## config.mk

```make
export PLATFORM = sky130hd
export DESIGN_NAME = mul_share_arb
export DESIGN_NICKNAME = d
export VERILOG_FILES = /design/src/rtl/mul_share_arb.sv
export SDC_FILE = /design/constraint.sdc
export NUM_CORES = 1
export LEC_CHECK = 0
export CORE_MARGIN = 8
export CORE_UTILIZATION = 44
export DETAILED_ROUTE_END_ITERATION = 6
export GPL_ROUTABILITY_DRIVEN = 0
export PLACE_DENSITY = 0.85
export SYNTH_ARGS = -nofsm -noshare
export SYNTH_HDL_FRONTEND = slang
export SYNTH_SLANG_ARGS = --single-unit
```

## constraint.sdc

```tcl
create_clock -name clk -period 4.2 [get_ports clk]
set_input_delay 0.84 -clock clk [delete_from_list [all_inputs] [get_ports clk]]
set_output_delay 0.84 -clock clk [all_outputs]
set_load 0.05 [all_outputs]
```

## src/rtl/mul_share_arb.sv

```systemverilog
// mul_share_arb
// Round-robin arbiter and sequencer that shares one W x W unsigned multiplier
// among NREQ requesters. It runs one multiply at a time. A watchdog bounds the
// wait for the multiplier, and the 2W-bit product is routed back to the
// requester that was granted.
//
// Ports
//   clk, rst_n      : single rising-edge clock, asynchronous active-low reset
//   req             : per-requester request level
//   req_mcand       : packed multiplicands, requester i at [i*W +: W]
//   req_mlier       : packed multipliers, same packing
//   gnt             : one-hot pulse, the operands of that requester were captured
//   resp_done       : one-hot pulse, the result for that requester is on resp_prodt
//   resp_prodt      : product, valid only while a resp_done bit is high
//   resp_err        : high with resp_done when the multiplier timed out
//   busy            : high whenever the sequencer is not idle
//   mul_start       : one-cycle start pulse to the shared multiplier
//   mul_mcand/mlier : multiplier operands, held from ISSUE through WAIT
//   mul_done        : multiplier completion pulse (honoured only in WAIT)
//   mul_prodt       : multiplier product, sampled with mul_done
//
// All outputs come straight from registers. No combinational path runs from
// req or mul_done to any output.

module mul_share_arb #(
    parameter int NREQ    = 4,
    parameter int W       = 8,
    parameter int TIMEOUT = 64
) (
    input  logic                clk,
    input  logic                rst_n,
    input  logic [NREQ-1:0]     req,
    input  logic [NREQ*W-1:0]   req_mcand,
    input  logic [NREQ*W-1:0]   req_mlier,
    output logic [NREQ-1:0]     gnt,
    output logic [NREQ-1:0]     resp_done,
    output logic [2*W-1:0]      resp_prodt,
    output logic                resp_err,
    output logic                busy,
    output logic                mul_start,
    output logic [W-1:0]        mul_mcand,
    output logic [W-1:0]        mul_mlier,
    input  logic                mul_done,
    input  logic [2*W-1:0]      mul_prodt
);

    localparam int IW = (NREQ > 1) ? $clog2(NREQ) : 1;
    localparam int CW = (TIMEOUT > 2) ? $clog2(TIMEOUT) : 1;

    typedef enum logic [1:0] {
        ST_IDLE  = 2'd0,
        ST_ISSUE = 2'd1,
        ST_WAIT  = 2'd2,
        ST_RESP  = 2'd3
    } state_t;

    state_t             state_r;
    logic [IW-1:0]      ptr_r;
    logic [IW-1:0]      sel_r;
    logic [CW-1:0]      cnt_r;
    logic [NREQ-1:0]    gnt_r;
    logic [NREQ-1:0]    resp_done_r;
    logic [2*W-1:0]     resp_prodt_r;
    logic               resp_err_r;
    logic               busy_r;
    logic               mul_start_r;
    logic [W-1:0]       mcand_r;
    logic [W-1:0]       mlier_r;

    logic               win_found_s;
    logic [IW-1:0]      win_idx_s;
    logic [IW-1:0]      cand_s;
    logic [IW-1:0]      next_ptr_s;
    logic [W-1:0]       win_mcand_s;
    logic [W-1:0]       win_mlier_s;
    logic               timeout_s;

    // One-hot decode of a requester index
    function automatic logic [NREQ-1:0] onehot(input logic [IW-1:0] idx);
        logic [NREQ-1:0] vec;
        vec      = {NREQ{1'b0}};
        vec[idx] = 1'b1;
        return vec;
    endfunction

    // Round-robin search: the first requesting index starting at ptr_r, wrapping
    always_comb begin
        win_found_s = 1'b0;
        win_idx_s   = {IW{1'b0}};
        cand_s      = {IW{1'b0}};
        for (int k = 0; k < NREQ; k++) begin
            cand_s = IW'((int'(ptr_r) + k) % NREQ);
            if (!win_found_s && req[cand_s]) begin
                win_found_s = 1'b1;
                win_idx_s   = cand_s;
            end else begin
                win_found_s = win_found_s;
            end
        end
    end

    // Pointer after a grant, plus the operand mux and watchdog compare
    always_comb begin
        if (win_idx_s == IW'(NREQ - 1)) begin
            next_ptr_s = {IW{1'b0}};
        end else begin
            next_ptr_s = win_idx_s + IW'(1);
        end
        win_mcand_s = req_mcand[win_idx_s*W +: W];
        win_mlier_s = req_mlier[win_idx_s*W +: W];
        timeout_s   = (cnt_r == CW'(TIMEOUT - 1));
    end

    // Sequencer FSM with all outputs registered
    always_ff @(posedge clk or negedge rst_n) begin
        if (!rst_n) begin
            state_r      <= ST_IDLE;
            ptr_r        <= {IW{1'b0}};
            sel_r        <= {IW{1'b0}};
            cnt_r        <= {CW{1'b0}};
            gnt_r        <= {NREQ{1'b0}};
            resp_done_r  <= {NREQ{1'b0}};
            resp_prodt_r <= {(2*W){1'b0}};
            resp_err_r   <= 1'b0;
            busy_r       <= 1'b0;
            mul_start_r  <= 1'b0;
            mcand_r      <= {W{1'b0}};
            mlier_r      <= {W{1'b0}};
        end else begin
            case (state_r)
                ST_IDLE: begin
                    resp_done_r  <= {NREQ{1'b0}};
                    resp_prodt_r <= {(2*W){1'b0}};
                    resp_err_r   <= 1'b0;
                    if (win_found_s) begin
                        sel_r       <= win_idx_s;
                        ptr_r       <= next_ptr_s;
                        mcand_r     <= win_mcand_s;
                        mlier_r     <= win_mlier_s;
                        gnt_r       <= onehot(win_idx_s);
                        mul_start_r <= 1'b1;
                        busy_r      <= 1'b1;
                        state_r     <= ST_ISSUE;
                    end else begin
                        gnt_r       <= {NREQ{1'b0}};
                        mul_start_r <= 1'b0;
                        busy_r      <= 1'b0;
                        state_r     <= ST_IDLE;
                    end
                end
                ST_ISSUE: begin
                    gnt_r       <= {NREQ{1'b0}};
                    mul_start_r <= 1'b0;
                    cnt_r       <= {CW{1'b0}};
                    state_r     <= ST_WAIT;
                end
                ST_WAIT: begin
                    // A completion on the last watchdog cycle still wins
                    if (mul_done) begin
                        resp_prodt_r <= mul_prodt;
                        resp_err_r   <= 1'b0;
                        resp_done_r  <= onehot(sel_r);
                        state_r      <= ST_RESP;
                    end else if (timeout_s) begin
                        resp_prodt_r <= {(2*W){1'b0}};
                        resp_err_r   <= 1'b1;
                        resp_done_r  <= onehot(sel_r);
                        state_r      <= ST_RESP;
                    end else begin
                        cnt_r        <= cnt_r + CW'(1);
                        state_r      <= ST_WAIT;
                    end
                end
                ST_RESP: begin
                    resp_done_r  <= {NREQ{1'b0}};
                    resp_prodt_r <= {(2*W){1'b0}};
                    resp_err_r   <= 1'b0;
                    busy_r       <= 1'b0;
                    state_r      <= ST_IDLE;
                end
                default: begin
                    gnt_r        <= {NREQ{1'b0}};
                    resp_done_r  <= {NREQ{1'b0}};
                    resp_prodt_r <= {(2*W){1'b0}};
                    resp_err_r   <= 1'b0;
                    mul_start_r  <= 1'b0;
                    busy_r       <= 1'b0;
                    state_r      <= ST_IDLE;
                end
            endcase
        end
    end

    assign gnt        = gnt_r;
    assign resp_done  = resp_done_r;
    assign resp_prodt = resp_prodt_r;
    assign resp_err   = resp_err_r;
    assign busy       = busy_r;
    assign mul_start  = mul_start_r;
    assign mul_mcand  = mcand_r;
    assign mul_mlier  = mlier_r;

endmodule

```

==> reports/qor.yml, run 1 <==
final.setup.tns_ns: 0
p_int_mw: 1.615
crit_arrival_ns: 3.08
cts_tree: "yes"
final_common_cell: "clkdlybuf4s50_1"
slew_headroom_pct: 16.14
numCtsBuffers: 5
hold_viol_final: 0
worstMarginPinSlew_ns: 1.250
area_growth_syn_to_layout_pct: 51.24
switching_power_mw: 1.388
syn_nets: 364
synth_seq_area_share_pct: 49.80
ys_async_sr_fraction_pct: 100.0
path_clk_slew_ns: 0.10
dieArea_um2: 9074
cts_resized: 0
pin_count: 130
p_seq_share_pct: 28.3
grt_pass1_vias: 2704
port_buffers: 129
status: "finished clean"
die_w_um: 95.26
fin_cells: 469
hp-class: "reg2reg"
dp_cells: 461
drc: 0
synth_area_per_cell_um2: 10.20
power_frac_comb_pct: 57.9
clock_sinks: 55
worstPathCellList: "clkdlybuf4s50_1, a21oi_1, o21a_1, o22ai_2, nor3_2, a221o_1"
swShare_pct: 46.22
fill_cells: 489
finalWorstSetupSlack_ns: 1.370
fin_skew_ns: 0.01006
drive_gt1_share_pct: 4.847
cp-end-kind: "flop"
yosys_warnings: 0
rsz0062_at_grt: "false"
core-area_um2: 6205
ys_ff_latch: 55
vias_per_cell: 5.420
num_antenna_cells: 0
p_per_area_nw_per_um2: 718.1
hold_buffers: 0
clk_latency_ns: 0.31
slew_viol_final: 0
syn_inst: 271
drt_iter0_markers: 91
rows: 29
cts_max_path_buffers: 2
dr.pass1.iters: 4
wl_per_cell_um: 17.65
crit_type: "in2reg"
start_kind: "input pin"
fin_crit_ns: 2.830
wirelength_mm: 8.279
synthFlopType: "dfrtp_1"
pre_cts_ws_ns: 1.053
leakage_nw: 1.875
postCtsSetupBuffers: 0
dp_hpwl_mm: 6.285
overflow: 0
synth_edf_count: 0
crit_fanout: 17
start_util_pct: 44.55
grtUsageTotal_pct: 18.15
fin_crit_sh_pct: 67.38
cap_violations: 0
clkPwrFrac_pct: 13.7
ant_nets: 0
vdd.ir_drop.worst_mv: 0.4151
final_util_pct: 67.37
setup_violations: 0
netlist_area_um2: 2764
fmax_ghz: 0.3533
max_stage_delay_ns: 0.91
yosys.cell_types.count: 45
required_ns: 4.45
vias: 2542
p_total_mw: 3.002
grt_first_pass_wirelength_mm: 12.94
cts_htree_levels: 2
clock-root-buffer: "clkbuf_8"
antenna_found_initial: 0
nets: 484
grt_max_degree: 56
cp_slowest_cell: "nor3_2"
final_cell_mix: "clkdlybuf4s50_1 (128), dfrtp_1 (55), nand2_1 (51), o21ai_0 (21), a22o_1 (19)"
die_y_um: 95.26
kinds of logic after synthesis:
group / after synthesis / share of synthesized area, %
adders and majority gates: 6 / 2.716
AOI/OAI and AO/OA: 98 / 26.62
and+or+nand+nor: 81 / 13.76
buffers and inverters: 25 / 5.070
xor gates and xnor gates: 4 / 1.268
muxes: 2 / 0.7696
DFF: 55 / 49.80
cell type report:
class	count	area, um2	area share (%)
clock buffer	6	72.57	1.736
multi-input combinational	191	1251	29.93
inverter	8	30.03	0.7183
clock inverter	2	60.06	1.437
tap	77	96.34	2.305
timing repair buffer	130	1294	30.95
sequential	55	1376	32.92
synth_stat cells (3+ instances only):
cell type	n	area share [%]
a21o_1	17	4.6
a21oi_1	10	1.8
a221o_1	16	5.8
a22o_1	19	6.0
buf_2	4	0.72
buf_6	5	2.0
clkbuf_1	7	0.95
dfrtp_1	55	50
ha_1	6	2.7
inv_1	8	1.1
nand2_1	51	6.9
nand4_1	3	0.68
nor2_1	11	1.5
o21ai_0	21	3.8
xor2_1	3	0.95
state kept, by name (all words and copies together), names as in the netlist, 2 cells and up:
name,flops
cnt_r,6
gnt,4
mul_mcand,8
mul_mlier,8
ptr_r,2
resp_done,4
resp_prodt,16
sel_r,2
state_r,2
power groups by stage:
stage / Sequential, mW / Clock, mW / Combinational (mW)
floorplan: 1.29 / 0 / 0.777
global placement: 0.847 / 0 / 1.70
detailed placement: 0.854 / 0 / 1.75
CTS: 0.849 / 0.418 / 1.75
global route: 0.874 / 0.440 / 1.87
finish: 0.850 / 0.413 / 1.74
layer usage:
metal	global-route usage [%]	routed length, um	up-vias
li1	-	-	1221
met1	20.87	3383	1195
met2	29.23	3821	120
met3	9.449	997	6
met4	4.421	78	0
met5	0	0	-
stage by stage:
stage                     hold WS, ns  area (um2)
after global placement         0.4584        4048
after floorplan                0.4911        2764
after global routing           0.5138        4180
after CTS                      0.4969        4180
after detailed placement       0.4717        4048
final                          0.4879        4180
path summary, 6_finish.rpt:
| check | from | to | slack (ns) | cells past startpoint |
|---|---|---|---|---|
| max reg2reg | state_r[0] | mul_mcand[6] | 1.71 | 6 |
| max | req[0] | mul_mlier[6] | 1.37 | 6 |
| min reg2reg | resp_done[3] | resp_done[3] | 0.49 | 2 |
| min in group asynchronous | rst_n | resp_err | 0.65 | 2 |
| max in group asynchronous | rst_n | resp_prodt[0] | 3.10 | 2 |
| min | resp_done[3] | resp_done[3] | 0.49 | 2 |
critical path, delay by kind of cell:
| kind | cells | cell delay [ns] |
|---|---|---|
| and+or+nand+nor | 1 | 0.91 |
| buffers and inverters | 1 | 0.57 |
| AOI/OAI and AO/OA | 4 | 0.75 |
(Power assumes the default switching activity.)
==> run 2, diff against run 1 <==
- CORE_UTILIZATION: 44 -> 41
- PLACE_DENSITY: 0.85 -> 0.8
- clock period: 4.2 -> 2.68 ns (I/O delays scaled with it)
==> reports/qor.yml, run 2 (synthesized netlist as in run 1, its figures left out) <==
status: "finished clean"
hp-class: "in2async"
nets: 496
port_buffers: 129
core-area_um2: 6644
fin_crit_sh_pct: 89.27
die_y_um: 98.11
wl_per_cell_um: 16.66
hold_viol_final: 0
rrSetupSlack_ns: 0.54
cp-end-kind: "flop"
place_area_um2: 4154
cp_top_family: "simple AND/OR/NAND/NOR gates"
fmax_ghz: 0.4180
grtUsageTotal_pct: 17.27
leakage_nw: 1.918
postCtsSetupBuffers: 0
drive_gt1_share_pct: 7.921
path_clk_slew_ns: 0.10
drc: 0
largest_reg_flops: 16
grt_pass1_vias: 2729
ff2ff_path_depth: 5
clk_latency_ns: 0.31
vias: 2535
dr.pass1.iters: 4
grt_max_degree: 41
final_cell_mix: "clkdlybuf4s50_1 (128), dfrtp_1 (55), nand2_1 (51), o21ai_0 (21), a22o_1 (19)"
p_seq_share_pct: 28.7
swShare_pct: 47.28
critPathBufInv: 2
cts_max_path_buffers: 2
fin_crit_ns: 2.392
start_kind: "input pin"
wirelength_mm: 8.065
drt_iter0_markers: 42
required_ns: 2.93
fin_skew_ns: 0.004606
p_per_area_nw_per_um2: 1085
dieArea_um2: 9625
wl_met2_mm: 3.730
p_int_mw: 2.436
num_antenna_cells: 0
worst_hold_slack_ns: 0.2694
rsz0062_at_grt: "false"
cap_violations: 0
clock_sinks: 55
highest_layer: "met4"
max_stage_delay_ns: 0.65
cts_resized: 0
overflow: 0
vias_per_cell: 5.238
start_util_pct: 41.60
hold_buffers: 0
grt_first_pass_wirelength_mm: 13.54
cts_htree_levels: 2
regToRegEndpoint: "mul_mcand[6]"
vdd.ir_drop.worst_mv: 0.6265
dp_hpwl_mm: 6.347
final_util_pct: 64.09
switching_power_mw: 2.185
worstMarginPinSlew_ns: 0.7595
numCtsBuffers: 5
worstPathCellList: "clkdlybuf4s50_1, buf_4, a21oi_1, nor3_2, and3b_1, a221o_1"
slew_viol_final: 0
wl_met1_mm: 3.477
rows: 30
antenna_found_initial: 0
clock-root-buffer: "clkbuf_8"
ant_nets: 0
reg2reg_from: "ptr_r[1]"
area_growth_syn_to_layout_pct: 54.05
slew_headroom_pct: 49.36
finalInstanceArea_um2: 4258
setup_violations: 0
crit_fanout: 16
power_frac_comb_pct: 61.5
cp_slowest_cell: "clkdlybuf4s50_1"
crit_type: "in2reg"
crit_cells: 6
pin_count: 130
final.setup.tns_ns: 0
clkPwrFrac_pct: 9.9
die_w_um: 98.11
final_common_cell: "clkdlybuf4s50_1"
cts_tree: "yes"
crit_arrival_ns: 2.64
route.met3.wl_um: 772
run 2: final cells by class:
type / instances / area [um2]
fill: 542 / 2386
multi-input combinational: 191 / 1266
inverter: 8 / 30.03
clock inverter: 3 / 20.02
timing repair buffer: 142 / 1396
tap: 80 / 100.1
sequential: 55 / 1376
clock buffer: 5 / 68.82
run 2: routing by layer:
metal / GRT usage (%) / vias up
met4: 4.796 / 0
li1: - / 1254
met1: 20.36 / 1165
met3: 7.326 / 6
met5: 0 / -
met2: 28.03 / 110
run 2: through the flow:
| stage | std cells | worst slack, ns | total power, mW |
|---|---|---|---|
| global route | 484 | 0.1665 | 4.940 |
| CTS | 484 | 0.2328 | 4.652 |
| detailed placement | 476 | -0.09098 | 4.187 |
| global placement | 476 | -0.04512 | 4.134 |
| floorplan | 271 | 0.7172 | 3.245 |
| finish | 484 | 0.2876 | 4.621 |
run 2: power groups by stage:
stage	sequential (mW)	clock, mW	combinational (mW)
after CTS	1.32	0.475	2.85
after global routing	1.36	0.505	3.07
final	1.32	0.456	2.84
after floorplan	2.03	0	1.22
after global placement	1.33	0	2.81
after detailed placement	1.33	0	2.86
run 2: worst max path at each step:
stage,startpoint,to
after floorplan,req[0],mul_mcand[0]
after global placement,req[0],mul_mcand[1]
after detailed placement,req[0],mul_mlier[1]
after CTS,req[0],mul_mcand[6]
after global routing,req[0],mul_mlier[7]
final,req[3],mul_mcand[6]
run 2: worst register-to-register path: stages, from the launching register on:
cell and delay [ns]:
dfrtp_1 0.56, mux2i_1 0.23, nor2_1 0.06, nor3_2 0.34, and3b_1 0.63, a221o_1 0.26
==> run 3, diff against run 2 <==
==> constraint.sdc (replaced) <==
create_clock -name clk -period 2.68 [get_ports clk]
set_input_delay 0.67 -clock clk [delete_from_list [all_inputs] [get_ports clk]]
set_output_delay 0.67 -clock clk [all_outputs]
set_load 0.05 [all_outputs]
==> reports/qor.yml, run 3 (synthesized netlist as in run 1, its figures left out) <==
status: "finished clean"
required_ns: 2.87
regToRegEndpoint: "gnt[0]"
cts_tree: "yes"
reg2reg_from: "state_r[0]"
wl_per_cell_um: 16.64
crit_arrival_ns: 2.69
antenna_found_initial: 0
drive_gt1_share_pct: 8.802
hold_viol_final: 0
final_util_pct: 64.46
finalInstanceArea_um2: 4283
area_growth_syn_to_layout_pct: 54.96
cap_violations: 0
ff2ff_path_depth: 7
critPathBufInv: 2
leakage_nw: 1.942
nets: 501
cp_top_family: "compound AO/OA/AOI/OAI gates"
slew_headroom_pct: 13.30
largest_reg_flops: 16
clock-root-buffer: "clkbuf_8"
cts_max_path_buffers: 2
place_area_um2: 4192
grt_pass1_vias: 2753
fin_crit_sh_pct: 93.18
dr.pass1.iters: 4
cts_htree_levels: 2
setup_violations: 0
p_per_area_nw_per_um2: 1074
dieArea_um2: 9625
ant_nets: 0
numCtsBuffers: 5
port_buffers: 129
worstMarginPinSlew_ns: 1.293
overflow: 0
start_util_pct: 41.60
crit_type: "in2reg"
core-area_um2: 6644
highest_layer: "met4"
fin_skew_ns: 0.007659
fin_cells: 489
grt_max_degree: 41
pre_cts_ws_ns: -0.2231
crit_fanout: 17
hold_buffers: 0
cts_resized: 0
start_kind: "input pin"
final_cell_mix: "clkdlybuf4s50_1 (128), dfrtp_1 (55), nand2_1 (51), o21ai_0 (21), a22o_1 (19)"
path_clk_slew_ns: 0.10
finalWorstSetupSlack_ns: 0.1829
vdd.ir_drop.worst_mv: 0.7153
wl_met1_mm: 3.306
slew_viol_final: 0
worstPathCellList: "clkdlybuf4s50_1, buf_4, a21oi_1, o2111a_1, a22o_1, a21o_1, a221o_1"
cp-end-kind: "flop"
vias_per_cell: 5.339
postCtsSetupBuffers: 0
clk_latency_ns: 0.30
fin_crit_ns: 2.497
rsz0062_at_grt: "false"
rows: 30
crit_cells: 7
crit_path_start: "req[0]"
grtUsageTotal_pct: 17.16
final_common_cell: "clkdlybuf4s50_1"
p_total_mw: 4.602
num_antenna_cells: 0
cp_slowest_cell: "clkdlybuf4s50_1"
wirelength_mm: 8.137
wl_met2_mm: 3.789
drc: 0
fmax_ghz: 0.4005
rrSetupSlack_ns: 0.44
clock_sinks: 55
die_w_um: 98.11
drt_iter0_markers: 77
die_y_um: 98.11
vias: 2611
dp_cells: 481
grt_first_pass_wirelength_mm: 13.61
pin_count: 130
max_stage_delay_ns: 0.58
hp-class: "in2async"
dp_hpwl_mm: 6.367
route.met3.wl_um: 933
crit_end: "mul_mcand[7]"
## run 3: power breakdown
group	total [mW]	leakage (nW)	switching [mW]	internal, mW
Clock	0.442	0.0412	0.259	0.183
Sequential	1.33	0.713	0.207	1.12
Combinational	2.83	1.19	1.70	1.13
Total	4.60	1.94	2.17	2.43
## run 3: cell type report
type                    count  area (um2)
flip-flops and latches     55        1376
fillers                   551        2361
multi-input cells         191        1257
clock buffers               6       72.57
inverters                   8       30.03
repair buffers            147        1434
clock inverters             2       12.51
well taps                  80       100.1
## run 3: metrics by stage
stage | hold WS [ns] | setup TNS (ns)
floorplan | 0.3744 | 0
global placement | 0.4555 | -2.949
global route | 0.4103 | 0
finish | 0.3813 | 0
CTS | 0.4021 | 0
detailed placement | 0.4690 | -3.726
## run 3: worst register-to-register path, stage by stage (launching register included)
cell	delay, ns
dfrtp_1	0.41
inv_1	0.09
ha_1	0.21
nand2_1	0.08
o31ai_2	1.02
buf_4	0.25
a21oi_1	0.04
nor2_1	0.08
## run 3: worst min path at each step
stage	to	from	slack (ns)	depth (start not counted)
floorplan	busy	rst_n	0.37	0
global placement	resp_done[0]	resp_done[0]	0.46	2
detailed placement	resp_prodt[8]	resp_prodt[8]	0.47	2
CTS	resp_prodt[4]	rst_n	0.40	1
global route	mul_mcand[6]	rst_n	0.41	1
finish	mul_mcand[6]	rst_n	0.38	1
## run 3: routing by layer
layer | GRT usage [%] | up-vias
met1 | 20.01 | 1217
met5 | 0 | -
met3 | 7.824 | 9
li1 | - | 1255
met2 | 27.45 | 130
met4 | 5.396 | 0
==> edit 1 (flow settings as in run 3) <==
`TIMEOUT`: 64 -> 32.
--- a/src/rtl/mul_share_arb.sv
+++ b/src/rtl/mul_share_arb.sv
@@ -25,7 +25,7 @@
 module mul_share_arb #(
     parameter int NREQ    = 4,
     parameter int W       = 8,
-    parameter int TIMEOUT = 64
+    parameter int TIMEOUT = 32
 ) (
     input  logic                clk,
     input  logic                rst_n,
Behaviour: no difference found for any inputs over 4 cycles, from zero or initial values and one cycle with rst_n low; that may be too few to reach the edited logic, so the function may still have changed.
==> edit 1 against run 3 <==
Synthesized area shrank 1.0%. Critical path depth shrank 1. Cell area shrank 1.4%. Highest routed layer unchanged. Routed wire length grew 2.7%. Worst hold slack gained 0.095 ns. Sequential power grew 6%. Synthesized cell count shrank 1.5%. Sequential cell count shrank 1. Setup slack lost 0.064 ns. Largest power group unchanged. Power grew 14%.
==> edit 1: results <==
set metrics [dict create \
    multi_input_cells 188 \
    sh_seq_area_pct 32.0 \
    drtIter0Drc 81 \
    synth_compound_area_share_pct 25.1 \
    clkPwrFrac_pct 9.0 \
    synthMuxAreaShare_pct 1.55 \
    vias 2595 \
    n_all_buffers 143 \
    cp_max_fo 16 \
    rr_startpoint "ptr_r[1]$_DFFE_PN0P_" \
    outcome "complete, no violations" \
    finClkSkew_ns 0.00776 \
    slowest_stage "nor4_4" \
    place_inst 468 \
    p_comb_mw 3.34 \
    nNetsFinal 492 \
    fill_cells 509 \
    dpl.hpwl_um 6520 \
    power_mw 5.23 \
    grt_max_degree 55 \
    synth.area.top_cells "dfrtp_1 (49%), nand2_1 (6.3%), a221o_1 (5.9%)" \
    track_usage_pct 17.2 \
    drive_gt1_share_pct 8.52 \
    yosysTopAreaCellShare_pct 49.4 \
    synth_area_um2 2740 \
    cp_data_arrival_time_ns 2.80 \
    instances_no_fill 476 \
    clk_share_pct 2.25 \
    r2r_end "mul_mcand[6]$_DFFE_PN0P_" \
    yosys-top-cells-count "dfrtp_1 (54), nand2_1 (46), nand3_1 (20)" \
    grt_pass1_vias 2748 \
    finish.instance_area_um2 4220 \
    syn_avg_cell_area_um2 10.2 \
    synth_xor_area_share_pct 0 \
    reg2regPathDepth 5 \
    place_area_um2 4120 \
    grt_pass1_wl_um 13500 \
    syn-num-nets 361 \
    ir_worst_vdd_mv 0.858 \
    regToRegSetupSlack_ns 0.50 \
    power.leakage_nw 1.96 \
    slew_headroom_pct 41.8 \
    post-place-ws_ns -0.274 \
    fin_hold_ws_ns 0.476 \
    wl_per_cell_um 17.6 \
    fin_ws_ns 0.119 \
    power.internal_mw 2.66 \
    synthDistinctLibCells 43 \
    final-nonclk-buf-share_pct 33.2 \
    synth_fa_ha_area_share_pct 3.20 \
]
edit 1: cell count changes after synthesis, sizes merged, moves of 2 or more:
cell,change
inv,-2
nand2,-5
xor2,-3
nand3,+18
nand4,-2
o21ai,-11
edit 1: how the worst max path moves through the flow:
stage                                           to  cells after the start
final                     mul_mcand[6]$_DFFE_PN0P_                      6
after global routing      mul_mcand[1]$_DFFE_PN0P_                      6
after CTS                 mul_mcand[6]$_DFFE_PN0P_                      6
after detailed placement  mul_mcand[2]$_DFFE_PN0P_                      6
after global placement    mul_mlier[2]$_DFFE_PN0P_                      6
after floorplan           mul_mcand[0]$_DFFE_PN0P_                      6
edit 1: metal layers:
metal | up-vias | wire length [µm] | global-route usage [%]
li1 | 1238 | - | -
met1 | 1238 | 3340 | 18.6
met2 | 107 | 4080 | 29.4
met3 | 12 | 790 | 7.18
met4 | 0 | 150 | 6.29
met5 | - | 0 | 0
==> edit 2 (flow settings as in run 3) <==
Without the edit above. Make the reset (`rst_n`) synchronous in one clocked block. Comments in the files are not updated.
--- a/src/rtl/mul_share_arb.sv
+++ b/src/rtl/mul_share_arb.sv
@@ -112,7 +112,7 @@
     end
 
     // Sequencer FSM with all outputs registered
-    always_ff @(posedge clk or negedge rst_n) begin
+    always_ff @(posedge clk) begin
         if (!rst_n) begin
             state_r      <= ST_IDLE;
             ptr_r        <= {IW{1'b0}};
Behaviour: differs if rst_n is asserted again (counterexample within 4 cycles, from zero or initial values and one cycle with rst_n low); with rst_n held inactive, the same outputs for 4 cycles.
==> edit 2 against run 3 <==
Non-clock buffer count fell by 4. Setup slack improved by 0.23 ns. Sequential cell count unchanged. Cell area is 0.20% higher. Worst hold slack better by 0.083 ns. Highest routed layer unchanged. Largest cell class is now multi-input gates. Routed wire length up 7.4%. Synthesized area up 2.0%.
Power is not compared: it rests on default switching activity, and its combinational part moved more than twofold at a synthesized area within 25%.
==> edit 2: results <==
set metrics [dict create \
    outcome "complete, no violations" \
    drive_gt1_share_pct 9.22 \
    finClkSkew_ns 0.00821 \
    reg2regPathDepth 8 \
    fill_cells 567 \
    slew_headroom_pct 62.5 \
    synthDistinctLibCells 40 \
    yosys-top-cells-count "dfxtp_1 (55), mux2i_1 (33), nand2_1 (32)" \
    nNetsFinal 516 \
    cp_max_fo 23 \
    r2r_end "resp_prodt[5]$_SDFFE_PN0P_" \
    dpl.hpwl_um 6740 \
    grt_max_degree 24 \
    grt_pass1_vias 2781 \
    wl_per_cell_um 17.4 \
    synth.area.top_cells "dfxtp_1 (39%), mux2i_1 (12%), a21boi_0 (6.4%)" \
    ys_seq_area_share_pct 39.0 \
    drtIter0Drc 93 \
    track_usage_pct 16.9 \
    avgViaCountPerCell 5.40 \
    netlist_instances 296 \
    synthArstFlopShare_pct 0 \
    ys.flop_type "dfxtp_1" \
    regToRegSetupSlack_ns 0.72 \
    grt_pass1_wl_um 13600 \
    hp-class "flip-flop to flip-flop" \
]
-- edit 2: logic make-up after synthesis --
logic type	Yosys count	share of synthesized area (%)
XOR/XNOR	3	0.932
multiplexers	33	11.7
AO/OA/AOI/OAI	68	20.3
adder cells (fa/ha/maj)	7	3.11
flip-flops	55	39.0
buffers and inverters	32	5.90
AND/OR/NAND/NOR	98	19.0
-- edit 2: report_power, final --
part           total (mW)  switching (mW)  internal (mW)
clock network       0.506           0.287          0.218
registers            1.01          0.0745          0.934
logic                1.38           0.833          0.552
total                2.90            1.19           1.70
-- edit 2: metal layers --
metal	GRT usage (%)	vias up	part of all wire [%]
met2	31.8	59	56
met5	0	-	0
met3	3.17	9	4.1
met1	18.1	1301	38
met4	5.90	0	1.5
li1	-	1347	-
-- edit 2: how the worst max path moves through the flow --
| stage | start | to | slack, ns |
|---|---|---|---|
| detailed placement | req[0] | mul_mcand[0]$_SDFFE_PN0P_ | 0.13 |
| global placement | req[0] | mul_mlier[1]$_SDFFE_PN0P_ | 0.20 |
| CTS | req[0] | mul_mcand[0]$_SDFFE_PN0P_ | 0.44 |
| finish | req[0] | mul_mcand[0]$_SDFFE_PN0P_ | 0.41 |
| global route | req[0] | ptr_r[1]$_SDFFE_PN0P_ | 0.31 |
| floorplan | req[0] | mul_mcand[0]$_SDFFE_PN0P_ | 0.60 |
-- edit 2: metrics by stage --
stage	total power, mW	hold WS (ns)	cell area [µm²]	std cells	setup slack, ns
2_1_floorplan	1.93	0.460	2820	296	0.596
3_3_place_gp	2.38	0.448	4190	495	0.204
5_1_grt	3.05	0.480	4290	503	0.310
6_report	2.90	0.465	4290	503	0.412
3_5_place_dp	2.41	0.455	4190	495	0.126
4_1_cts	2.92	0.469	4290	503	0.444
-- edit 2: critical path, stage by stage --
cell and delay (ns):
clkdlybuf4s50_1 0.47, a21oi_1 0.18, o21ai_0 0.10, o2bb2a_2 0.38, buf_12 0.23, mux2i_1 0.29
o221ai_2 0.12
-- edit 2: area by class of cell --
| cell class | instances | share of cell area (%) |
|---|---|---|
| multi-input cells | 209 | 36.2 |
| repair buffers | 143 | 32.7 |
| flip-flops and latches | 55 | 25.7 |
| well taps | 80 | 2.33 |
| clock buffers | 6 | 1.92 |
| inverters | 8 | 0.700 |
| clock inverters | 2 | 0.466 |
